==> config.mk <==
export PLATFORM = sky130hd
export DESIGN_NAME = led_pwm_bank
export DESIGN_NICKNAME = d
export VERILOG_FILES = /design/src/rtl/led_pwm_bank.sv
export SDC_FILE = /design/constraint.sdc
export NUM_CORES = 1
export LEC_CHECK = 0
export CAP_MARGIN = 20
export CORE_MARGIN = 2
export CORE_UTILIZATION = 45
export CTS_BUF_LIST = sky130_fd_sc_hd__clkbuf_8 sky130_fd_sc_hd__clkbuf_16
export CTS_CLUSTER_SIZE = 12
export DETAILED_ROUTE_END_ITERATION = 7
export GPL_TIMING_DRIVEN = 0
export PLACE_DENSITY = 0.66
export SYNTH_ARGS = -nofsm -noshare
export SYNTH_HDL_FRONTEND = slang
export SYNTH_SLANG_ARGS = --single-unit
export TNS_END_PERCENT = 1
==> constraint.sdc <==
create_clock -name clk -period 2.2 [get_ports clk]
set_clock_uncertainty 0.2 [all_clocks]
set_input_delay 0.44 -clock clk [delete_from_list [all_inputs] [get_ports clk]]
set_output_delay 0.44 -clock clk [all_outputs]
set_load 0.005 [all_outputs]
==> src/rtl/led_pwm_bank.sv <==
// Memory-mapped bank of LED drivers. Each channel is either a static level or a PWM output
// driven from one shared, prescaled PWM counter. Reads have a fixed two-cycle latency.
module led_pwm_bank #(
    parameter int unsigned CHANNELS       = 6,
    parameter int unsigned PWM_WIDTH      = 8,
    parameter int unsigned PRESCALE_WIDTH = 16
) (
    input  logic                clk,
    input  logic                resetn,
    input  logic [7:0]          mem_addr,
    input  logic [31:0]         mem_wdata,
    input  logic                mem_write,
    input  logic                mem_read,
    input  logic [3:0]          byte_enable,
    output logic [31:0]         read_data,
    output logic                rbusy,
    output logic [CHANNELS-1:0] led
);

    localparam logic [5:0] WordCtrl     = 6'h00;
    localparam logic [5:0] WordPrescale = 6'h01;
    localparam logic [5:0] WordMode     = 6'h02;
    localparam logic [5:0] WordStatic   = 6'h03;
    localparam logic [5:0] WordStatus   = 6'h04;
    localparam logic [5:0] WordDuty0    = 6'h08;

    localparam logic [PWM_WIDTH-1:0]      PwmOne = {{(PWM_WIDTH - 1){1'b0}}, 1'b1};
    localparam logic [PRESCALE_WIDTH-1:0] PreOne = {{(PRESCALE_WIDTH - 1){1'b0}}, 1'b1};

    // Configuration registers
    logic                      r_en;
    logic [PRESCALE_WIDTH-1:0] r_prescale;
    logic [CHANNELS-1:0]       r_mode;
    logic [CHANNELS-1:0]       r_static;
    logic [PWM_WIDTH-1:0]      r_duty [CHANNELS];

    // Counters, outputs and read pipeline
    logic [PRESCALE_WIDTH-1:0] r_pre_cnt;
    logic [PWM_WIDTH-1:0]      r_pwm_cnt;
    logic [CHANNELS-1:0]       r_led;
    logic                      r_rbusy;
    logic [31:0]               r_rsample;
    logic [31:0]               r_rdata;

    logic [5:0]                w_word;
    logic                      w_wr_ctrl;
    logic                      w_wr_prescale;
    logic                      w_wr_mode;
    logic                      w_wr_static;
    logic [CHANNELS-1:0]       w_wr_duty;
    logic                      w_pre_touch;
    logic                      w_en_new;
    logic [PRESCALE_WIDTH-1:0] w_prescale_new;
    logic [CHANNELS-1:0]       w_mode_new;
    logic [CHANNELS-1:0]       w_static_new;
    logic [PWM_WIDTH-1:0]      w_duty_new [CHANNELS];
    logic                      w_tick;
    logic [PRESCALE_WIDTH-1:0] w_pre_cnt_d;
    logic [PWM_WIDTH-1:0]      w_pwm_cnt_d;
    logic [CHANNELS-1:0]       w_led_d;
    logic [31:0]               w_rmux;
    logic                      w_rd_accept;
    logic                      w_unused_bits;

    assign w_word        = mem_addr[7:2];
    assign w_wr_ctrl     = mem_write && (w_word == WordCtrl);
    assign w_wr_prescale = mem_write && (w_word == WordPrescale);
    assign w_wr_mode     = mem_write && (w_word == WordMode);
    assign w_wr_static   = mem_write && (w_word == WordStatic);
    // A write with no byte lanes enabled changes nothing, so it must not restart the counters.
    assign w_pre_touch   = w_wr_prescale && (|byte_enable);
    // A simultaneous write wins over the read; reads while busy are dropped.
    assign w_rd_accept   = mem_read && !mem_write && !r_rbusy;
    assign w_unused_bits = ^{mem_addr[1:0], mem_wdata};

    always_comb begin
        for (int i = 0; i < CHANNELS; i++) begin
            w_wr_duty[i] = mem_write && (w_word == (WordDuty0 + 6'(i)));
        end
    end

    // Byte-lane merge of the write data into each register's current value.
    always_comb begin
        w_en_new = byte_enable[0] ? mem_wdata[0] : r_en;
        for (int b = 0; b < PRESCALE_WIDTH; b++) begin
            w_prescale_new[b] = byte_enable[b / 8] ? mem_wdata[b] : r_prescale[b];
        end
        for (int i = 0; i < CHANNELS; i++) begin
            w_mode_new[i]   = byte_enable[i / 8] ? mem_wdata[i] : r_mode[i];
            w_static_new[i] = byte_enable[i / 8] ? mem_wdata[i] : r_static[i];
        end
        for (int i = 0; i < CHANNELS; i++) begin
            for (int b = 0; b < PWM_WIDTH; b++) begin
                w_duty_new[i][b] = byte_enable[b / 8] ? mem_wdata[b] : r_duty[i][b];
            end
        end
    end

    always_ff @(posedge clk or negedge resetn) begin
        if (!resetn) begin
            r_en       <= 1'b0;
            r_prescale <= '0;
            r_mode     <= '0;
            r_static   <= '0;
            for (int i = 0; i < CHANNELS; i++) begin
                r_duty[i] <= '0;
            end
        end else begin
            if (w_wr_ctrl) begin
                r_en <= w_en_new;
            end
            if (w_wr_prescale) begin
                r_prescale <= w_prescale_new;
            end
            if (w_wr_mode) begin
                r_mode <= w_mode_new;
            end
            if (w_wr_static) begin
                r_static <= w_static_new;
            end
            for (int i = 0; i < CHANNELS; i++) begin
                if (w_wr_duty[i]) begin
                    r_duty[i] <= w_duty_new[i];
                end
            end
        end
    end

    always_comb begin
        w_tick      = r_en && (r_pre_cnt == r_prescale);
        w_pre_cnt_d = r_pre_cnt + PreOne;
        w_pwm_cnt_d = r_pwm_cnt;
        if (!r_en || w_pre_touch) begin
            w_pre_cnt_d = '0;
            w_pwm_cnt_d = '0;
        end else if (w_tick) begin
            w_pre_cnt_d = '0;
            w_pwm_cnt_d = r_pwm_cnt + PwmOne;
        end
    end

    always_ff @(posedge clk or negedge resetn) begin
        if (!resetn) begin
            r_pre_cnt <= '0;
            r_pwm_cnt <= '0;
        end else begin
            r_pre_cnt <= w_pre_cnt_d;
            r_pwm_cnt <= w_pwm_cnt_d;
        end
    end

    always_comb begin
        w_led_d = '0;
        for (int i = 0; i < CHANNELS; i++) begin
            w_led_d[i] = r_en && (r_mode[i] ? (r_duty[i] > r_pwm_cnt) : r_static[i]);
        end
    end

    always_ff @(posedge clk or negedge resetn) begin
        if (!resetn) begin
            r_led <= '0;
        end else begin
            r_led <= w_led_d;
        end
    end

    always_comb begin
        w_rmux = '0;
        case (w_word)
            WordCtrl:     w_rmux[0] = r_en;
            WordPrescale: w_rmux[PRESCALE_WIDTH-1:0] = r_prescale;
            WordMode:     w_rmux[CHANNELS-1:0] = r_mode;
            WordStatic:   w_rmux[CHANNELS-1:0] = r_static;
            WordStatus: begin
                w_rmux[PWM_WIDTH-1:0] = r_pwm_cnt;
                w_rmux[31]            = r_en;
            end
            default: ;
        endcase
        for (int i = 0; i < CHANNELS; i++) begin
            if (w_word == (WordDuty0 + 6'(i))) begin
                w_rmux[PWM_WIDTH-1:0] = r_duty[i];
            end
        end
    end

    // The sample is taken on acceptance and published one cycle later, so read_data only
    // changes when a read completes.
    always_ff @(posedge clk or negedge resetn) begin
        if (!resetn) begin
            r_rbusy   <= 1'b0;
            r_rsample <= '0;
            r_rdata   <= '0;
        end else if (w_rd_accept) begin
            r_rbusy   <= 1'b1;
            r_rsample <= w_rmux;
        end else if (r_rbusy) begin
            r_rbusy <= 1'b0;
            r_rdata <= r_rsample;
        end
    end

    assign read_data = r_rdata;
    assign rbusy     = r_rbusy;
    assign led       = r_led;

endmodule

==> reports/qor.txt, run 1 <==
status -> finished, violations left
failing checks -> negative setup slack
Lkg Pwr -> 4.59 nW
CTS clk-pin slew, worst paths -> 0.06 ns
die span in y -> 137 um
total design power -> 6.86 mW
sequential share of power -> 0.430
clock sinks -> 142
Final Cycle Share -> 1.06
Pwr Density -> 704 nW/um^2
most frequent CP cell -> buf_6
Hold Crit Class -> reg2reg
die area -> 18700 sq um
clock tree buffer depth -> 2
Routed WL -> 22.5 mm
#FFs+latches synth -> 142
largest net degree at the start of global routing -> 81
minimum clock period -> 2.32 ns
IO buf count -> 50
Synth top area share -> 0.449
initial antenna violation count -> 0
Worst path slowest cell -> or4b_4
Syn. warnings -> 0
worst skew pair latency -> 0.43 ns
post-synth top area cell -> dfrtp_1
Nets -> 909
data required time at the worst endpoint -> 2.31 ns
Detail Placement HPWL -> 15.8 mm
worst-path fanout max -> 9
Initial DRT Pass Iterations -> 5
critical path class -> in2reg
setup violators final -> 50
Area contributors post-synth -> dfrtp_1 (45%), mux2_2 (12%), ha_1 (7.9%), xor2_1 (3.1%), mux2_4 (2.8%)
CP cell instances -> dlygate4sd2_1 -> or4b_4 -> buf_6 -> or2_1 -> buf_6 -> nor2_8 -> mux2_4
Async SR Flop Fraction -> 1.00
critical path data arrival time -> 2.43 ns
first-pass GRT wire length -> 34.3 mm
Comb power frac -> 0.146
final hold slack -> 0.266 ns
CTS Root Cell -> clkbuf_16
RSZ-0062 raised after global routing -> yes
H-tree Lvls -> 4
max incr delay on CP -> 0.58 ns
post-synthesis instance total -> 706
Initial Util -> 0.459
TritonCTS Buffers -> 17
dominant synthesized flop cell -> dfrtp_1
GRT Total Usage -> 0.248
Final WS setup -> -0.123 ns
Worst slew margin -> 0.466
DP Area -> 8780 sq um
routed via count -> 6047
layout cell share with drive strength beyond 1 -> 0.276
Die Span X -> 137 um
Final Hold Vio Count -> 0
max-cap violations -> 0
detailed-route DRC error count -> 0
# fillers -> 1397
Net Sw Frac -> 0.264
remaining global-route overflow -> 0
Initial DRC Count -> 452
Max rail drop VDD -> 0.541 mV
Area Growth Syn to Fin -> 23.2%
drt via density -> 5.77
Post-synth EDFFs -> 0
final instance area -> 9750 sq um
clock share of power -> 0.425
max-slew violations -> 0
Int Power -> 5.05 mW
Top Ports -> 87
Avg WL per Cell -> 21.5 um
Unique masters post-synth -> 64
vias in the first global route -> 6121
Critical Path Source Type -> input pin
syn avg cell area -> 11.2 sq um
Post-Syn Area -> 7920 sq um
Core Area -> 17200 sq um
P_sw -> 1.81 mW
worst slew pin tran -> 0.800 ns
Fmax -> 431 MHz
ANT cells -> 0
Worst Setup End Kind -> register
sequential area share after synthesis -> 0.449
Routed Antenna Nets -> 0
FP Rows -> 48
GPL Wtd Cong -> 0.937
TritonCTS clock tree -> yes
==> worst max-delay path: cells and delay by family <==
kind	cells	cell delay, ns
multiplexers	1	0.32
buffers and inverters	3	0.66
AND/OR/NAND/NOR	3	1.01
==> what timing repair did <==
action / in CTS / in global routing
pin swaps: 10 / 6
gates resized for setup: 41 / 24
endpoints found under the setup margin: 112 / 109
setup buffers: 12 / 7
gates cloned: 1 / 0
hold buffers: 1 / 0
endpoints found under the hold margin: 62 / 0
==> layout by cell type, fill, tap and decap left out, types with 5 or more instances in the layout <==
master	synthesis	final
a21o_1	10	10
a21oi_1	20	19
a22o_1	5	5
a22oi_1	10	8
and3_1	10	10
buf_2	7	6
buf_4	15	35
buf_6	3	8
clkbuf_16	0	17
clkbuf_2	1	7
clkdlybuf4s50_1	0	46
clkinv_4	0	6
conb_1	1	15
dfrtp_1	142	141
ha_1	50	50
inv_1	25	26
mux2_2	81	81
mux2_4	15	15
nand2_1	51	49
nand2b_1	5	5
nand3_1	24	22
nand4_1	21	21
nand4b_1	6	6
nor2_1	33	31
nor2b_1	10	10
nor3_1	6	5
o21a_1	7	7
o21ai_0	19	17
o21ba_2	6	6
o221ai_1	7	7
or4_1	5	5
xor2_1	28	28
==> logic make-up after synthesis <==
logic type / share of synthesized area
AOI/OAI and AO/OA: 0.103
DFF: 0.449
adders and majority gates: 0.0790
buffers and inverters: 0.0435
xor gates and xnor gates: 0.0343
and+or+nand+nor: 0.139
other: 0.000474
muxes: 0.152
==> final timing paths <==
check                      slack [ns]                        end  depth (start not counted)                       from
min                              0.27  r_rsample[11]$_DFFE_PN0P_                          2  r_rsample[11]$_DFFE_PN0P_
min in group asynchronous        0.36      r_mode[2]$_DFFE_PN0P_                          2                     resetn
max in group asynchronous        0.64      r_duty[9]$_DFFE_PN0P_                          3                     resetn
min reg2reg                      0.27  r_rsample[11]$_DFFE_PN0P_                          2  r_rsample[11]$_DFFE_PN0P_
max                             -0.12     r_duty[22]$_DFFE_PN0P_                          7                mem_addr[7]
max reg2reg                      0.01   r_rsample[0]$_DFFE_PN0P_                          6            rbusy$_DFF_PN0_
==> Yosys cell counts, drive strengths merged (3+ instances only) <==
cell type	instances
a221oi	5
o31ai	4
nand3	25
nand2b	5
and3	10
nand2	51
or3	3
mux2	96
inv	25
o221ai	7
nand4	21
nor4	6
nor2b	10
mux2i	4
clkbuf	15
a31oi	3
a22o	5
or4	5
o21ba	6
buf	28
o21ai	21
xnor2	3
a22oi	10
ha	50
o21a	7
dfrtp	142
a21o	10
xor2	28
a21oi	20
nor3	10
nand4b	6
nor2	35
a211oi	5
a221o	3
==> power by group through the flow <==
stage          sequential (mW)  clock (mW)  combinational (mW)
2_1_floorplan             2.92           0               0.587
3_3_place_gp              2.98           0               0.889
3_5_place_dp              2.99           0               0.930
4_1_cts                   2.94        2.97               0.973
5_1_grt                   2.97        3.07                1.10
6_report                  2.95        2.91                1.00
==> stage by stage <==
stage / util / TNS (ns) / worst slack, ns / instances
3_3_place_gp: 0.508 / -802.41 / -5.09 / 995
6_report: 0.566 / -3.26 / -0.123 / 1048
3_5_place_dp: 0.509 / -84.83 / -1.30 / 996
5_1_grt: 0.566 / -6.54 / -0.149 / 1048
2_1_floorplan: - / -1.72 / -0.157 / 720
4_1_cts: 0.557 / -4.57 / -0.163 / 1041
==> layer usage <==
metal | GRT usage | share of wire
met1 | 0.317 | 0.42
met2 | 0.416 | 0.50
met3 | 0.0463 | 0.052
met4 | 0.0984 | 0.030
met5 | 0 | 0
==> area by class of cell <==
cell class	count	area, sq um	share of cell area
Multi-Input combinational cell	511	4240	0.435
Sequential cell	142	3550	0.364
Timing Repair Buffer	71	691	0.0708
Clock buffer	17	425	0.0436
Buffer	43	298	0.0305
Tap cell	225	282	0.0289
Clock inverter	14	171	0.0176
Inverter	25	93.8	0.00962
==> flip-flops by register name (all words and copies together), names as in the netlist <==
name        count
rbusy           1
read_data      17
r_static        6
led             6
r_pwm_cnt       8
r_rsample      17
r_prescale     16
r_en            1
r_pre_cnt      16
r_mode          6
r_duty         48
Note: power is estimated with default switching activity, not from simulation.
==> inputs of run 2 (changes only) <==
--- a/config.mk
+++ b/config.mk
@@ -12,7 +12,8 @@
 export CTS_CLUSTER_SIZE = 12
 export DETAILED_ROUTE_END_ITERATION = 7
 export GPL_TIMING_DRIVEN = 0
-export PLACE_DENSITY = 0.66
+export PLACE_DENSITY = 0.69
+export SKIP_CTS_REPAIR_TIMING = 1
 export SYNTH_ARGS = -nofsm -noshare
 export SYNTH_HDL_FRONTEND = slang
 export SYNTH_SLANG_ARGS = --single-unit
==> constraint.sdc (replaced) <==
create_clock -name clk -period 1.98 [get_ports clk]
set_clock_uncertainty 0.2 [all_clocks]
set_input_delay 0.396 -clock clk [delete_from_list [all_inputs] [get_ports clk]]
set_output_delay 0.396 -clock clk [all_outputs]
set_load 0.005 [all_outputs]
==> run 2 against run 1 <==
Against the previous run: the flow still finishes with violations (negative setup slack); wire length decreased by 6.1%; sequential share of layout area decreased by 0.19 points; sequential cell count unchanged; global-route usage decreased by 1.7 points; critical endpoint is now led[4]$_DFF_PN0_; first-iteration DRC count decreased by 13%; combinational power increased by 12%; largest power group unchanged; count of clock-buffer cells in the layout increased by 4; via count decreased by 0.51%; final cell count increased by 0.19%; worst hold slack got worse by 0.0015 ns; highest routed layer unchanged; largest cell class unchanged.
==> reports/qor.txt, run 2 (synthesis gave the netlist of run 1 again) <==
# fillers -> 1443 (was 1397)
multi-input combinational cell area -> 4280 sq um (was 4240 sq um)
Routed Antenna Nets -> 0 (unchanged)
remaining global-route overflow -> 0 (unchanged)
critical path data arrival time -> 2.31 ns (was 2.43 ns)
hold path start -> r_rsample[15]$_DFFE_PN0P_ (was r_rsample[11]$_DFFE_PN0P_)
clock sinks -> 142 (unchanged)
Avg WL per Cell -> 20.1 um (was 21.5 um)
FP Rows -> 48 (unchanged)
H-tree Lvls -> 4 (unchanged)
max FFs per register -> 48 (unchanged)
initial antenna violation count -> 0 (unchanged)
layout cell share with drive strength beyond 1 -> 0.293 (was 0.276)
Final Hold Vio Count -> 0 (unchanged)
Core Area -> 17200 sq um (unchanged)
max-slew violations -> 0 (unchanged)
Final Cycle Share -> 1.11
pre-CTS setup slack -> -1.47 ns (was -1.30 ns)
setup violators final -> 39 (was 50)
Area Growth Syn to Fin -> 24.0% (was 23.2%)
clock tree buffer depth -> 2 (unchanged)
die span in y -> 137 um (unchanged)
r2r worst-path depth -> 6 (unchanged)
GPL Wtd Cong -> 0.981 (was 0.937)
worst skew pair latency -> 0.42 ns (was 0.43 ns)
TritonCTS clock tree -> yes (unchanged)
routed via count -> 6016 (was 6047)
largest net degree at the start of global routing -> 97 (was 81)
TritonCTS Buffers -> 17 (unchanged)
DP Area -> 8780 sq um (unchanged)
RSZ-0062 raised after global routing -> yes (unchanged)
total design power -> 7.47 mW (was 6.86 mW)
detailed-route DRC error count -> 0 (unchanged)
CTS Root Cell -> clkbuf_16 (unchanged)
FF-to-FF End -> led[4]$_DFF_PN0_ (was r_rsample[0]$_DFFE_PN0P_)
vias in the first global route -> 5718 (was 6121)
Initial DRT Pass Iterations -> 5 (unchanged)
first-pass GRT wire length -> 31.9 mm (was 34.3 mm)
status -> finished, violations left (unchanged)
ANT cells -> 0 (unchanged)
Die Span X -> 137 um (unchanged)
hold path endpoint -> r_rsample[15]$_DFFE_PN0P_ (was r_rsample[11]$_DFFE_PN0P_)
hold depth -> 2 (unchanged)
Initial DRC Count -> 395 (was 452)
Pwr Density -> 761 nW/um^2 (was 704 nW/um^2)
post-layout util -> 0.569 (was 0.566)
Reg-to-Reg Start -> r_pwm_cnt[2]$_DFFE_PN0P_ (was rbusy$_DFF_PN0_)
Top Ports -> 87 (unchanged)
worst reg-to-reg setup slack -> -0.22 ns (was 0.01 ns)
GRT Total Usage -> 0.231 (was 0.248)
most frequent cells in the layout -> dfrtp_1 (139), mux2_2 (81), nand2_1 (50), ha_1 (48), clkdlybuf4s50_1 (44) (was dfrtp_1 (141), mux2_2 (81), ha_1 (50), nand2_1 (49), clkdlybuf4s50_1 (46))
worst setup path startpoint -> r_pwm_cnt[2]$_DFFE_PN0P_ (was mem_addr[7])
WL met2 -> 10.1 mm (was 11.2 mm)
Worst slew margin -> 0.531 (was 0.466)
Lkg Pwr -> 4.61 nW (was 4.59 nW)
WL met3 -> 989 um (was 1.16 mm)
IO buf count -> 50 (unchanged)
Reg area -> 3560 sq um (was 3550 sq um)
drt via density -> 5.73 (was 5.77)
wl on met1 -> 9.29 mm (was 9.50 mm)
Worst path slowest cell -> dfrtp_1 (was or4b_4)
worst slew pin tran -> 0.704 ns (was 0.800 ns)
Worst Setup End Kind -> register (unchanged)
Max rail drop VDD -> 0.615 mV (was 0.541 mV)
Hold Crit Class -> reg2reg (unchanged)
max-cap violations -> 0 (unchanged)
die area -> 18700 sq um (unchanged)
worst-path fanout max -> 9 (unchanged)
failing checks -> negative setup slack (unchanged)
critical path class -> reg2reg (was in2reg)
Routed WL -> 21.1 mm (was 22.5 mm)
final instance area -> 9810 sq um (was 9750 sq um)
Nets -> 910 (was 909)
max incr delay on CP -> 0.43 ns (was 0.58 ns)
minimum clock period -> 2.20 ns
Final WS setup -> -0.221 ns (was -0.123 ns)
CP cell instances -> inv_1 -> ha_1 -> o21a_1 -> o21ai_0 -> a21oi_1 -> o21ba_2 (was dlygate4sd2_1 -> or4b_4 -> buf_6 -> or2_1 -> buf_6 -> nor2_8 -> mux2_4)
data required time at the worst endpoint -> 2.09 ns (was 2.31 ns)
Fmax -> 454 MHz
Biggest register -> r_duty (unchanged)
CTS clk-pin slew, worst paths -> 0.06 ns (about the same)
Critical Path Source Type -> register (was input pin)
leading cell type in the layout, fill and taps excluded -> dfrtp_1 (unchanged)
top routing layer in use -> met4 (unchanged)
Initial Util -> 0.459 (unchanged)
Detail Placement HPWL -> 14.5 mm (was 15.8 mm)
final hold slack -> 0.264 ns (was 0.266 ns)
-- run 2: cell count changes in the layout (fill, tap and decap cells not counted), moves of 3 or more --
cell and change:
dlymetal6s2s_1 +3, clkbuf_2 -5, clkinvlp_4 +3, clkinv_4 -6, clkbuf_8 +4, clkinv_2 +6
clkbuf_4 +5, inv_1 -3, buf_4 +7, dlygate4sd2_1 -3
-- run 2: layout make-up --
class                           count  share of cell area
Buffer                             40              0.0303
Clock buffer                       21              0.0490
Clock inverter                     11             0.00905
Inverter                           25              0.0103
Multi-Input combinational cell    510               0.436
Sequential cell                   142               0.363
Tap cell                          225              0.0287
Timing Repair Buffer               76              0.0741
-- run 2: stage by stage --
stage | TNS [ns] | std cells
floorplan | -11.87 | 720
detailed placement | -104.05 | 996
global placement | -879.29 | 995
finish | -3.64 | 1050
CTS | -55.09 | 1028
global route | -6.52 | 1050
-- run 2: power breakdown --
| group | leakage (nW) | total, mW | internal (mW) | switching, mW |
|---|---|---|---|---|
| clock | 0.285 | 3.07 | 1.85 | 1.22 |
| combinational | 2.41 | 1.12 | 0.569 | 0.555 |
| sequential | 1.92 | 3.28 | 3.09 | 0.189 |
| total | 4.61 | 7.47 | 5.50 | 1.97 |
-- run 2: worst max path at each step --
| stage | end | slack (ns) | cells past startpoint |
|---|---|---|---|
| after floorplan | r_duty[17]$_DFFE_PN0P_ | -0.33 | 7 |
| after global routing | led[4]$_DFF_PN0_ | -0.24 | 6 |
| after detailed placement | r_rsample[0]$_DFFE_PN0P_ | -1.47 | 7 |
| after CTS | r_rsample[0]$_DFFE_PN0P_ | -1.02 | 7 |
| after global placement | read_data[10]$_DFFE_PN0P_ | -5.47 | 1 |
| final | led[4]$_DFF_PN0_ | -0.22 | 6 |
-- run 2: critical path: cells and delay by family (launching register included) --
| family | cells | cell delay, ns |
|---|---|---|
| AOI/OAI and AO/OA | 4 | 0.69 |
| adders and majority gates | 1 | 0.35 |
| buffers and inverters | 1 | 0.41 |
| DFF | 1 | 0.43 |
-- run 2: metal layers --
metal	GRT usage	up-vias
li1	-	2774
met1	0.306	2986
met2	0.364	199
met3	0.0385	57
met4	0.117	0
met5	0	-
==> inputs of run 3 (changes only) <==
--- a/config.mk
+++ b/config.mk
@@ -6,13 +6,15 @@
 export NUM_CORES = 1
 export LEC_CHECK = 0
 export CAP_MARGIN = 20
+export CELL_PAD_IN_SITES_DETAIL_PLACEMENT = 1
+export CELL_PAD_IN_SITES_GLOBAL_PLACEMENT = 2
 export CORE_MARGIN = 2
-export CORE_UTILIZATION = 45
+export CORE_UTILIZATION = 34
 export CTS_BUF_LIST = sky130_fd_sc_hd__clkbuf_8 sky130_fd_sc_hd__clkbuf_16
 export CTS_CLUSTER_SIZE = 12
 export DETAILED_ROUTE_END_ITERATION = 7
 export GPL_TIMING_DRIVEN = 0
-export PLACE_DENSITY = 0.69
+export PLACE_DENSITY_LB_ADDON = 0.1
 export SKIP_CTS_REPAIR_TIMING = 1
 export SYNTH_ARGS = -nofsm -noshare
 export SYNTH_HDL_FRONTEND = slang
==> run 3 against run 2 <==
Against the previous run: the flow still finishes with violations (negative setup slack); via count decreased by 1.1%; sequential power about the same; register-to-register slack about the same; critical path depth unchanged; first-iteration DRC count decreased by 36%; sequential cell count unchanged; non-clock buffer count decreased by 3; worst hold slack improved by 0.0019 ns; largest cell class unchanged.
==> reports/qor.txt, run 3 (synthesis gave the netlist of run 1 again) <==
status -> finished, violations left (unchanged)
failing checks -> negative setup slack (unchanged)
crit path buf inv count -> 1 (unchanged)
CTS clk-pin slew, worst paths -> 0.07 ns (was 0.06 ns)
drt via density -> 5.24 (was 5.73)
Critical Path Source Type -> register (unchanged)
Lkg Pwr -> 4.61 nW (about the same)
first-pass GRT wire length -> 38.4 mm (was 31.9 mm)
worst slew pin tran -> 0.735 ns (was 0.704 ns)
IO buf count -> 50 (unchanged)
TNS Setup -> -3.40 ns (was -3.64 ns)
Critical Path Sink -> r_pwm_cnt[3]$_DFFE_PN0P_ (was led[4]$_DFF_PN0_)
Worst slew margin -> 0.510 (was 0.531)
sequential share of power -> 0.427 (was 0.439)
routed via count -> 5949 (was 6016)
Routed Antenna Nets -> 0 (unchanged)
GPL Wtd Cong -> 0.843 (was 0.981)
max-slew violations -> 0 (unchanged)
Avg WL per Cell -> 22.4 um (was 20.1 um)
Final WS setup -> -0.222 ns (was -0.221 ns)
P_sw -> 2.22 mW (was 1.97 mW)
worst skew pair latency -> 0.43 ns (was 0.42 ns)
GRT Total Usage -> 0.214 (was 0.231)
minimum clock period -> 2.20 ns (about the same)
most frequent cells in the layout -> dfrtp_1 (136), mux2_2 (81), ha_1 (50), nand2_1 (48), clkdlybuf4s50_1 (43) (was dfrtp_1 (139), mux2_2 (81), nand2_1 (50), ha_1 (48), clkdlybuf4s50_1 (44))
clock tree buffer depth -> 2 (unchanged)
data required time at the worst endpoint -> 2.13 ns (was 2.09 ns)
H-tree Lvls -> 4 (unchanged)
Detail Placement HPWL -> 18.4 mm (was 14.5 mm)
r2r worst-path depth -> 6 (unchanged)
Pwr Density -> 770 nW/um^2 (was 761 nW/um^2)
Die Span X -> 157 um (was 137 um)
Core Area -> 22800 sq um (was 17200 sq um)
TritonCTS Buffers -> 17 (unchanged)
critical path data arrival time -> 2.35 ns (was 2.31 ns)
Initial Util -> 0.347 (was 0.459)
leading cell type in the layout, fill and taps excluded -> dfrtp_1 (unchanged)
worst-path fanout max -> 6 (was 9)
die span in y -> 157 um (was 137 um)
Final Cycle Share -> 1.11 (about the same)
Area Growth Syn to Fin -> 26.2% (was 24.0%)
post-layout util -> 0.439 (was 0.569)
Final Hold Vio Count -> 0 (unchanged)
clock sinks -> 142 (unchanged)
Comb power frac -> 0.151 (was 0.150)
layout cell share with drive strength beyond 1 -> 0.307 (was 0.293)
Hold Crit Class -> reg2reg (unchanged)
remaining global-route overflow -> 0 (unchanged)
TritonCTS clock tree -> yes (unchanged)
vias in the first global route -> 6280 (was 5718)
Initial DRT Pass Iterations -> 4 (was 5)
final hold slack -> 0.266 ns (was 0.264 ns)
Int Power -> 5.47 mW (was 5.50 mW)
CP cell instances -> xor2_1 -> nor4_2 -> nand4_1 -> buf_6 -> or4_4 -> a21oi_2 (was inv_1 -> ha_1 -> o21a_1 -> o21ai_0 -> a21oi_1 -> o21ba_2)
detailed-route DRC error count -> 0 (unchanged)
Largest delay share family, worst path -> simple AND/OR/NAND/NOR gates (was compound AO/OA/AOI/OAI gates)
Biggest register -> r_duty (unchanged)
Initial DRC Count -> 251 (was 395)
max incr delay on CP -> 0.50 ns (was 0.43 ns)
setup violators final -> 37 (was 39)
FP Rows -> 55 (was 48)
Fmax -> 454 MHz (about the same)
Max rail drop VDD -> 0.476 mV (was 0.615 mV)
critical path class -> reg2reg (unchanged)
ANT cells -> 0 (unchanged)
Worst Setup End Kind -> register (unchanged)
max-cap violations -> 0 (unchanged)
critical path depth -> 6 (unchanged)
Routed WL -> 25.4 mm (was 21.1 mm)
hold depth -> 2 (unchanged)
FF-to-FF End -> r_pwm_cnt[3]$_DFFE_PN0P_ (was led[4]$_DFF_PN0_)
Worst path slowest cell -> or4_4 (was dfrtp_1)
max FFs per register -> 48 (unchanged)
RSZ-0062 raised after global routing -> yes (unchanged)
Nets -> 907 (was 910)
largest net degree at the start of global routing -> 96 (was 97)
CTS Root Cell -> clkbuf_16 (unchanged)
Net Sw Frac -> 0.288 (was 0.264)
clock share of power -> 0.422 (was 0.411)
worst reg-to-reg setup slack -> -0.22 ns (about the same)
initial antenna violation count -> 1 (was 0)
worst setup path startpoint -> r_prescale[5]$_DFFE_PN0P_ (was r_pwm_cnt[2]$_DFFE_PN0P_)
Reg-to-Reg Start -> r_prescale[5]$_DFFE_PN0P_ (was r_pwm_cnt[2]$_DFFE_PN0P_)
die area -> 24500 sq um (was 18700 sq um)
Top Ports -> 87 (unchanged)
run 3: cell count changes in the layout (fill, tap and decap cells not counted), moves of 4 or more:
cell | before | now
o21ai_0 | 18 | 14
clkbuf_4 | 6 | 1
inv_8 | 0 | 4
clkinv_4 | 0 | 4
buf_4 | 42 | 33
clkbuf_2 | 2 | 9
clkinv_2 | 7 | 0
run 3: final cells by class:
cell class                      instances  area (sq um)
Buffer                                 42           325
Clock buffer                           18           439
Clock inverter                         14           151
Fill cell                            2427         12800
Inverter                               25           105
Multi-Input combinational cell        510          4300
Sequential cell                       142          3560
Tap cell                              313           392
Timing Repair Buffer                   71           716
run 3: worst min path at each step:
stage,startpoint,to,slack (ns)
4_1_cts,resetn,r_duty[18]$_DFFE_PN0P_,-0.28
3_5_place_dp,resetn,r_duty[21]$_DFFE_PN0P_,0.17
2_1_floorplan,resetn,led[0]$_DFF_PN0_,-0.1
3_3_place_gp,r_rsample[8]$_DFFE_PN0P_,r_rsample[8]$_DFFE_PN0P_,0.25
5_1_grt,r_rsample[11]$_DFFE_PN0P_,r_rsample[11]$_DFFE_PN0P_,0.31
6_report,r_rsample[12]$_DFFE_PN0P_,r_rsample[12]$_DFFE_PN0P_,0.27
run 3: worst register-to-register path, delay by kind of cell, from the launching register on:
kind                   cells  cell delay (ns)
AND/OR/NAND/NOR            3             1.02
flip-flops                 1             0.43
XOR/XNOR                   1             0.19
buffers and inverters      1             0.18
AO/OA/AOI/OAI              1             0.12
run 3: power by group through the flow:
stage	sequential (mW)	combinational (mW)	clock, mW
floorplan	3.25	0.652	0
global placement	3.34	1.02	0
detailed placement	3.34	1.06	0
CTS	3.28	1.07	3.30
global route	3.31	1.29	3.42
finish	3.29	1.16	3.25
run 3: layer usage:
layer  wire length, um  track usage  vias to the layer above
li1                  -            -                     2773
met1             12000        0.292                     3063
met2             12400        0.353                       87
met3               661       0.0294                       26
met4               430       0.0677                        0
met5                 0            0                        -
run 3: stage by stage:
stage                     worst slack (ns)  cell area, sq um  power (mW)  cells
after CTS                            -1.24              9480        7.66   1116
after global placement               -5.64              8860        4.36   1083
after floorplan                     -0.333              7970        3.90    720
final                               -0.222              9990        7.69   1135
after global routing                -0.352              9990        8.02   1135
after detailed placement             -1.67              8890        4.40   1084
